## config.mk

```make
export PLATFORM = sky130hd
export DESIGN_NAME = sti_cmd_scheduler
export DESIGN_NICKNAME = d
export VERILOG_FILES = /design/src/rtl/sti_pkg.sv /design/src/rtl/sti_rr_arb2.sv /design/src/rtl/sti_cmd_scheduler.sv
export SDC_FILE = /design/constraint.sdc
export NUM_CORES = 1
export LEC_CHECK = 0
export CAP_MARGIN = 20
export CORE_MARGIN = 2
export CORE_UTILIZATION = 30
export CTS_BUF_LIST = sky130_fd_sc_hd__clkbuf_2 sky130_fd_sc_hd__clkbuf_4 sky130_fd_sc_hd__clkbuf_8
export CTS_CLUSTER_SIZE = 24
export DETAILED_ROUTE_END_ITERATION = 10
export SKIP_LAST_GASP = 1
export SLEW_MARGIN = 20
export SYNTH_ARGS = -nofsm -noshare
export SYNTH_HDL_FRONTEND = slang
export SYNTH_SLANG_ARGS = --single-unit
```

## constraint.sdc

```tcl
create_clock -name clk -period 2.1 [get_ports clk]
set_input_delay 0.63 -clock clk [delete_from_list [all_inputs] [get_ports clk]]
set_output_delay 0.63 -clock clk [all_outputs]
set_load 0.05 [all_outputs]
```

## src/rtl/sti_pkg.sv

```systemverilog
// Shared encodings for the STI command scheduler: FSM states, command field offsets and
// word-length codes.
package sti_pkg;

    typedef enum logic [2:0] {
        StIdle,
        StLoad,
        StShift,
        StGap,
        StEnd,
        StDone
    } sti_state_e;

    localparam int unsigned CMD_W       = 22;
    localparam int unsigned CMD_LAST    = 21;
    localparam int unsigned CMD_MSB     = 20;
    localparam int unsigned CMD_LOW     = 19;
    localparam int unsigned CMD_FILL    = 18;
    localparam int unsigned CMD_LEN_HI  = 17;
    localparam int unsigned CMD_LEN_LO  = 16;
    localparam int unsigned CMD_DATA_HI = 15;
    localparam int unsigned CMD_DATA_LO = 0;

    localparam logic [1:0] LEN_8  = 2'd0;
    localparam logic [1:0] LEN_16 = 2'd1;
    localparam logic [1:0] LEN_24 = 2'd2;
    localparam logic [1:0] LEN_32 = 2'd3;

    // Final SHIFT counter value for a word: N+1 with N = 8*(length+1).
    function automatic logic [5:0] shift_last(input logic [1:0] len);
        logic [5:0] last;
        last = 6'd33;
        case (len)
            LEN_8:   last = 6'd9;
            LEN_16:  last = 6'd17;
            LEN_24:  last = 6'd25;
            LEN_32:  last = 6'd33;
            default: last = 6'd33;
        endcase
        return last;
    endfunction

endpackage

```

## src/rtl/sti_rr_arb2.sv

```systemverilog
// Two-way round-robin arbiter: one-hot grant while enabled; on an accept the pointer moves to
// the requester that did not win.
module sti_rr_arb2 (
    input  logic       clk,
    input  logic       reset_n,
    input  logic       en_i,
    input  logic [1:0] req_i,
    output logic [1:0] gnt_o,
    output logic       id_o
);

    logic ptr_q;
    logic ptr_d;

    always_comb begin
        id_o  = (req_i == 2'b11) ? ptr_q : req_i[1];
        gnt_o = 2'b00;
        if (en_i && (req_i != 2'b00)) begin
            gnt_o = id_o ? 2'b10 : 2'b01;
        end
        ptr_d = (gnt_o != 2'b00) ? ~id_o : ptr_q;
    end

    always_ff @(posedge clk or negedge reset_n) begin
        if (!reset_n) begin
            ptr_q <= 1'b0;
        end else begin
            ptr_q <= ptr_d;
        end
    end

endmodule

```

## src/rtl/sti_cmd_scheduler.sv

```systemverilog
// STI serializer front end: arbitrates two command requesters, presents one word at a time on
// pi_* with a load pulse, and closes the session with pi_end / oem_finish handshaking.
module sti_cmd_scheduler
    import sti_pkg::*;
#(
    parameter int unsigned GAP_CYC = 1,
    parameter int unsigned FIN_TMO = 512
) (
    input  logic              clk,
    input  logic              reset_n,
    input  logic [1:0]        rq_valid,
    output logic [1:0]        rq_ready,
    input  logic [CMD_W-1:0]  rq0_cmd,
    input  logic [CMD_W-1:0]  rq1_cmd,
    output logic              load,
    output logic [15:0]       pi_data,
    output logic [1:0]        pi_length,
    output logic              pi_fill,
    output logic              pi_msb,
    output logic              pi_low,
    output logic              pi_end,
    input  logic              so_valid,
    input  logic              oem_finish,
    output logic              grant_id,
    output logic              busy,
    output logic              done,
    output logic              err_nv,
    output logic              err_tmo
);

    localparam int unsigned     TmoW    = $clog2(FIN_TMO + 1);
    localparam logic [3:0]      GapLast = 4'(GAP_CYC - 1);
    localparam logic [TmoW-1:0] TmoLast = TmoW'(FIN_TMO - 1);

    sti_state_e       state_q, state_d;
    logic [5:0]       cnt_q, cnt_d;
    logic [3:0]       gap_q, gap_d;
    logic [TmoW-1:0]  tmo_q, tmo_d;
    logic [CMD_W-1:0] cmd_q, cmd_d;
    logic             gid_q, gid_d;
    logic             pi_end_q, pi_end_d;
    logic             done_q, done_d;
    logic             err_nv_q, err_nv_d;
    logic             err_tmo_q, err_tmo_d;

    logic [1:0]       arb_gnt;
    logic             arb_id;
    logic             accept;

    sti_rr_arb2 u_arb (
        .clk     (clk),
        .reset_n (reset_n),
        .en_i    (state_q == StIdle),
        .req_i   (rq_valid),
        .gnt_o   (arb_gnt),
        .id_o    (arb_id)
    );

    assign accept = (arb_gnt != 2'b00);

    always_comb begin
        state_d   = state_q;
        cnt_d     = cnt_q;
        gap_d     = gap_q;
        tmo_d     = tmo_q;
        cmd_d     = cmd_q;
        gid_d     = gid_q;
        pi_end_d  = pi_end_q;
        done_d    = done_q;
        err_nv_d  = err_nv_q;
        err_tmo_d = err_tmo_q;

        unique case (state_q)
            StIdle: begin
                if (accept) begin
                    cmd_d   = arb_id ? rq1_cmd : rq0_cmd;
                    gid_d   = arb_id;
                    state_d = StLoad;
                end
            end
            StLoad: begin
                cnt_d   = '0;
                state_d = StShift;
            end
            StShift: begin
                // The serializer must report valid output one cycle into the shift.
                if ((cnt_q == 6'd1) && !so_valid) begin
                    err_nv_d = 1'b1;
                end
                if (cnt_q == shift_last(cmd_q[CMD_LEN_HI:CMD_LEN_LO])) begin
                    gap_d   = '0;
                    state_d = StGap;
                end else begin
                    cnt_d = cnt_q + 6'd1;
                end
            end
            StGap: begin
                if (gap_q == GapLast) begin
                    if (cmd_q[CMD_LAST]) begin
                        pi_end_d = 1'b1;
                        tmo_d    = '0;
                        state_d  = StEnd;
                    end else begin
                        state_d = StIdle;
                    end
                end else begin
                    gap_d = gap_q + 4'd1;
                end
            end
            StEnd: begin
                // Finish has priority over a timeout expiring in the same cycle.
                if (oem_finish) begin
                    done_d  = 1'b1;
                    state_d = StDone;
                end else if (tmo_q == TmoLast) begin
                    err_tmo_d = 1'b1;
                    state_d   = StDone;
                end else begin
                    tmo_d = tmo_q + 1'b1;
                end
            end
            StDone: begin
                state_d = StDone;
            end
            default: begin
                state_d = StIdle;
            end
        endcase
    end

    always_ff @(posedge clk or negedge reset_n) begin
        if (!reset_n) begin
            state_q   <= StIdle;
            cnt_q     <= '0;
            gap_q     <= '0;
            tmo_q     <= '0;
            cmd_q     <= '0;
            gid_q     <= 1'b0;
            pi_end_q  <= 1'b0;
            done_q    <= 1'b0;
            err_nv_q  <= 1'b0;
            err_tmo_q <= 1'b0;
        end else begin
            state_q   <= state_d;
            cnt_q     <= cnt_d;
            gap_q     <= gap_d;
            tmo_q     <= tmo_d;
            cmd_q     <= cmd_d;
            gid_q     <= gid_d;
            pi_end_q  <= pi_end_d;
            done_q    <= done_d;
            err_nv_q  <= err_nv_d;
            err_tmo_q <= err_tmo_d;
        end
    end

    assign rq_ready  = arb_gnt;
    assign load      = (state_q == StLoad);
    assign pi_data   = cmd_q[CMD_DATA_HI:CMD_DATA_LO];
    assign pi_length = cmd_q[CMD_LEN_HI:CMD_LEN_LO];
    assign pi_fill   = cmd_q[CMD_FILL];
    assign pi_msb    = cmd_q[CMD_MSB];
    assign pi_low    = cmd_q[CMD_LOW];
    assign pi_end    = pi_end_q;
    assign grant_id  = gid_q;
    assign busy      = (state_q != StIdle) && (state_q != StDone);
    assign done      = done_q;
    assign err_nv    = err_nv_q;
    assign err_tmo   = err_tmo_q;

endmodule

```

==> impl_results.md <==
- Via count of the first global-routing pass: 2212
- Mean area per synthesized cell: 10.5 um^2
- Die X: 99.3 um
- Data arrival time of the critical path: 1.50 ns
- Max-slew violation count: 0
- Type of the worst min-delay path: in2async
- Area of the die: 9860 um^2
- Ratio of cells with drive above 1 in the final layout: 0.243
- Violations in the final reports: setup timing
- Power per Cell Area: 1350 nW/um^2
- Post-synth top cells: dfrtp_1, inv_1, a222oi_1
- Iter 0 DRT Violations: 167
- Final weighted congestion of routability-driven global placement: 0.759
- Worst-path cell with the longest stage delay: dfrtp_2
- Number of buffers between clock root and the deepest sink: 2
- Number of diodes: 0
- Part of the total power dissipated in combinational logic: 0.575
- Post-synth top flop: dfrtp_1
- Cells along the critical path: and2b_2 -> or3_4 -> buf_8
- Detailed placement HPWL: 4.66 mm
- Relative area change from synthesis to final layout: 37.3%
- Leakage dissipation: 1.78 nW
- Count of pins on the block boundary: 80
- Yosys reg bits: 51
- Chip Height: 99.3 um
- Number of buffers inserted during clock tree synthesis: 5
- Total number of vias: 2260
- Number of buffer and inverter instances along the worst setup path: 1
- Worst setup EP type: primary output
- Maximum number of pins on one net before global-route repair: 24
- Reg power frac: 0.303
- Switching Share: 0.463
- Total of warnings raised by yosys: 0
- Worst max-slew margin expressed relative to the limit: 0.679
- Vias/cell: 5.02
- Clock network latency to the later pin of the worst-skew pair: 0.31 ns
- Reg-to-reg startpoint: tmo_q[1]
- Status: complete, but fails checks
- Cells after DPL: 437
- Number of nets in the layout: 399
- Class of the most critical setup path: reg2out
- Required time of the critical path: 1.47 ns
- Antenna violations before repair: 0
- Number of synthesized flops with an enable pin: 0
- Number of buffers inserted for hold repair after clock tree synthesis: 0
- Worst clock skew: 0.00810 ns
- Total nets after synthesis: 318
- Sink count of the clock tree: 51
- Critical path launch point type: flip-flop
- Kind of cell with the highest combined delay on the critical path: simple AND/OR/NAND/NOR gates
- Async set-or-reset flop fraction in the synthesized netlist: 1.00
- Max Clock Freq: 470 MHz
- Number of distinct standard cells referenced by the synthesized netlist: 55
- Setup repair after global routing missed its margin: true
- Final Hold Fails: 0
- Largest area contributor in the synthesized netlist: dfrtp_1
- CTS tree: yes
- Drt drc: 0
- Total routing usage reported by global routing: 0.134
- Leading cell type by number of instances after synthesis: dfrtp_1
- Final Instance Count excl. Fillers: 450
- Final cell utilization of the core: 0.427
- Wire length of the first global-routing pass: 10.8 mm
- Number of optimization iterations in the first detailed-route pass: 5
- IR drop worst, VDD: 0.379 mV
- Port Buffer Count: 79
- Cells after synthesis: 260
- Clock period minus worst slack: 2.13 ns
- Floorplan core area: 8760 um^2
- Share of the synthesized area in the top cell type: 0.468
- Count of antenna-violating nets left after detailed routing: 0
- Critical Path Source: state_q[0]
- Total overflow reported by the global router: 0
- Clock root buffer master: clkbuf_8
- Synth top area cells: dfrtp_1, a222oi_1, buf_4
- Per-cell routed wire length: 14.7 um
- Sequential-to-total area share from yosys stat: 0.468
- Initial Util: 0.311
- Core Rows: 34
- Period Utilization, post-route: 1.01
- Clock network fraction of total power: 0.122
- Synthesized area: 2730 um^2
- Largest stage delay on the critical path: 0.45 ns
- Clock slew at the register clock pins of the worst setup and hold paths: 0.10 ns
- Final setup slack of the worst path: -0.0292 ns
- Post-detailed-routing wire length: 6.62 mm
- Finish-stage setup viols: 1
- Max-capacitance violation count: 0
- CTS HTree Levels: 2
- NetSw: 2.34 mW
- Slew at the pin with the worst max-slew slack: 0.482 ns
- Max FO, Critical Path: 4
- Cell internal pwr: 2.72 mW
==> cell usage in the layout (no fill, tap or decap), drive strengths merged, types with 3 or more instances in the layout <==
cell type,n
a21o,5
a21oi,7
a222oi,22
a22o,4
a31oi,5
and3,5
buf,54
clkbuf,6
clkdlybuf4s50,46
dfrtp,51
dlygate4sd2,4
ha,8
inv,30
nand2,14
nand2b,6
nand3,9
nand4,3
nor2,10
nor3,4
o21ai,7
xnor2,4
==> cell families (layout without fill, tap and decap cells) <==
| kind of cell | Yosys count | count (layout) | synth area share |
|---|---|---|---|
| buffers and inverters | 60 | 142 | 0.118 |
| AND/OR/NAND/NOR | 68 | 68 | 0.142 |
| adder cells (fa/ha/maj) | 8 | 8 | 0.0367 |
| flip-flops | 51 | 51 | 0.468 |
| AO/OA/AOI/OAI | 65 | 65 | 0.208 |
| XOR/XNOR | 5 | 5 | 0.0161 |
| multiplexers | 3 | 3 | 0.0115 |
==> final cells by class <==
cell class | count | area, um^2
well taps | 108 | 135
flip-flops and latches | 51 | 1280
repair buffers | 104 | 960
clock inverters | 2 | 16.3
inverters | 30 | 113
multi-input cells | 149 | 1160
fillers | 853 | 5020
clock buffers | 6 | 82.6
==> power groups by stage <==
stage	clock network, mW	registers, mW	logic, mW
after global placement	0	1.54	2.79
after floorplan	0	1.72	1.92
after CTS	0.644	1.53	2.91
after detailed placement	0	1.55	2.82
after global routing	0.681	1.58	3.13
final	0.620	1.54	2.91
==> worst paths after layout <==
check                             end  slack (ns)  cells after the start
setup / recovery                 busy       -0.03                      3
setup reg to reg             tmo_q[3]        0.19                      6
max in group asynchronous  state_q[2]        1.20                      2
min in group clk               err_nv        0.48                      1
hold reg to reg                err_nv        0.48                      1
hold / removal               grant_id        0.26                      1
==> stage by stage <==
step	power (mW)	hold slack [ns]	instance area (um^2)	setup TNS [ns]	setup WS, ns
floorplan	3.64	0.334	2730	0	0.0717
global placement	4.33	0.446	3570	-2.84	-0.154
finish	5.07	0.262	3740	-0.0292	-0.0292
global route	5.39	0.276	3740	-0.143	-0.0653
CTS	5.08	0.272	3720	-0.101	-0.0541
detailed placement	4.37	0.456	3570	-3.54	-0.196
==> routing by layer <==
metal / routed length (um) / up-vias / track usage
li1: - / 1098 / -
met1: 3070 / 1079 / 0.182
met2: 2990 / 78 / 0.213
met3: 504 / 5 / 0.0365
met4: 50 / 0 / 0.0348
met5: 0 / - / 0
==> what timing repair did <==
action,CTS,global route
pin swaps,0,1
gates resized for setup,11,6
setup buffers,5,0
endpoints found under the setup margin,6,4
gates cloned,0,0
==> flip-flops by register name (all words and copies together), names as in the netlist <==
signal and flops:
cmd_q 22, tmo_q 10, cnt_q 6, gap_q 4
state_q 3, done 1, err_nv 1, err_tmo 1
grant_id 1, pi_end 1, u_arb.ptr_q 1
(Power assumes the default switching activity.)
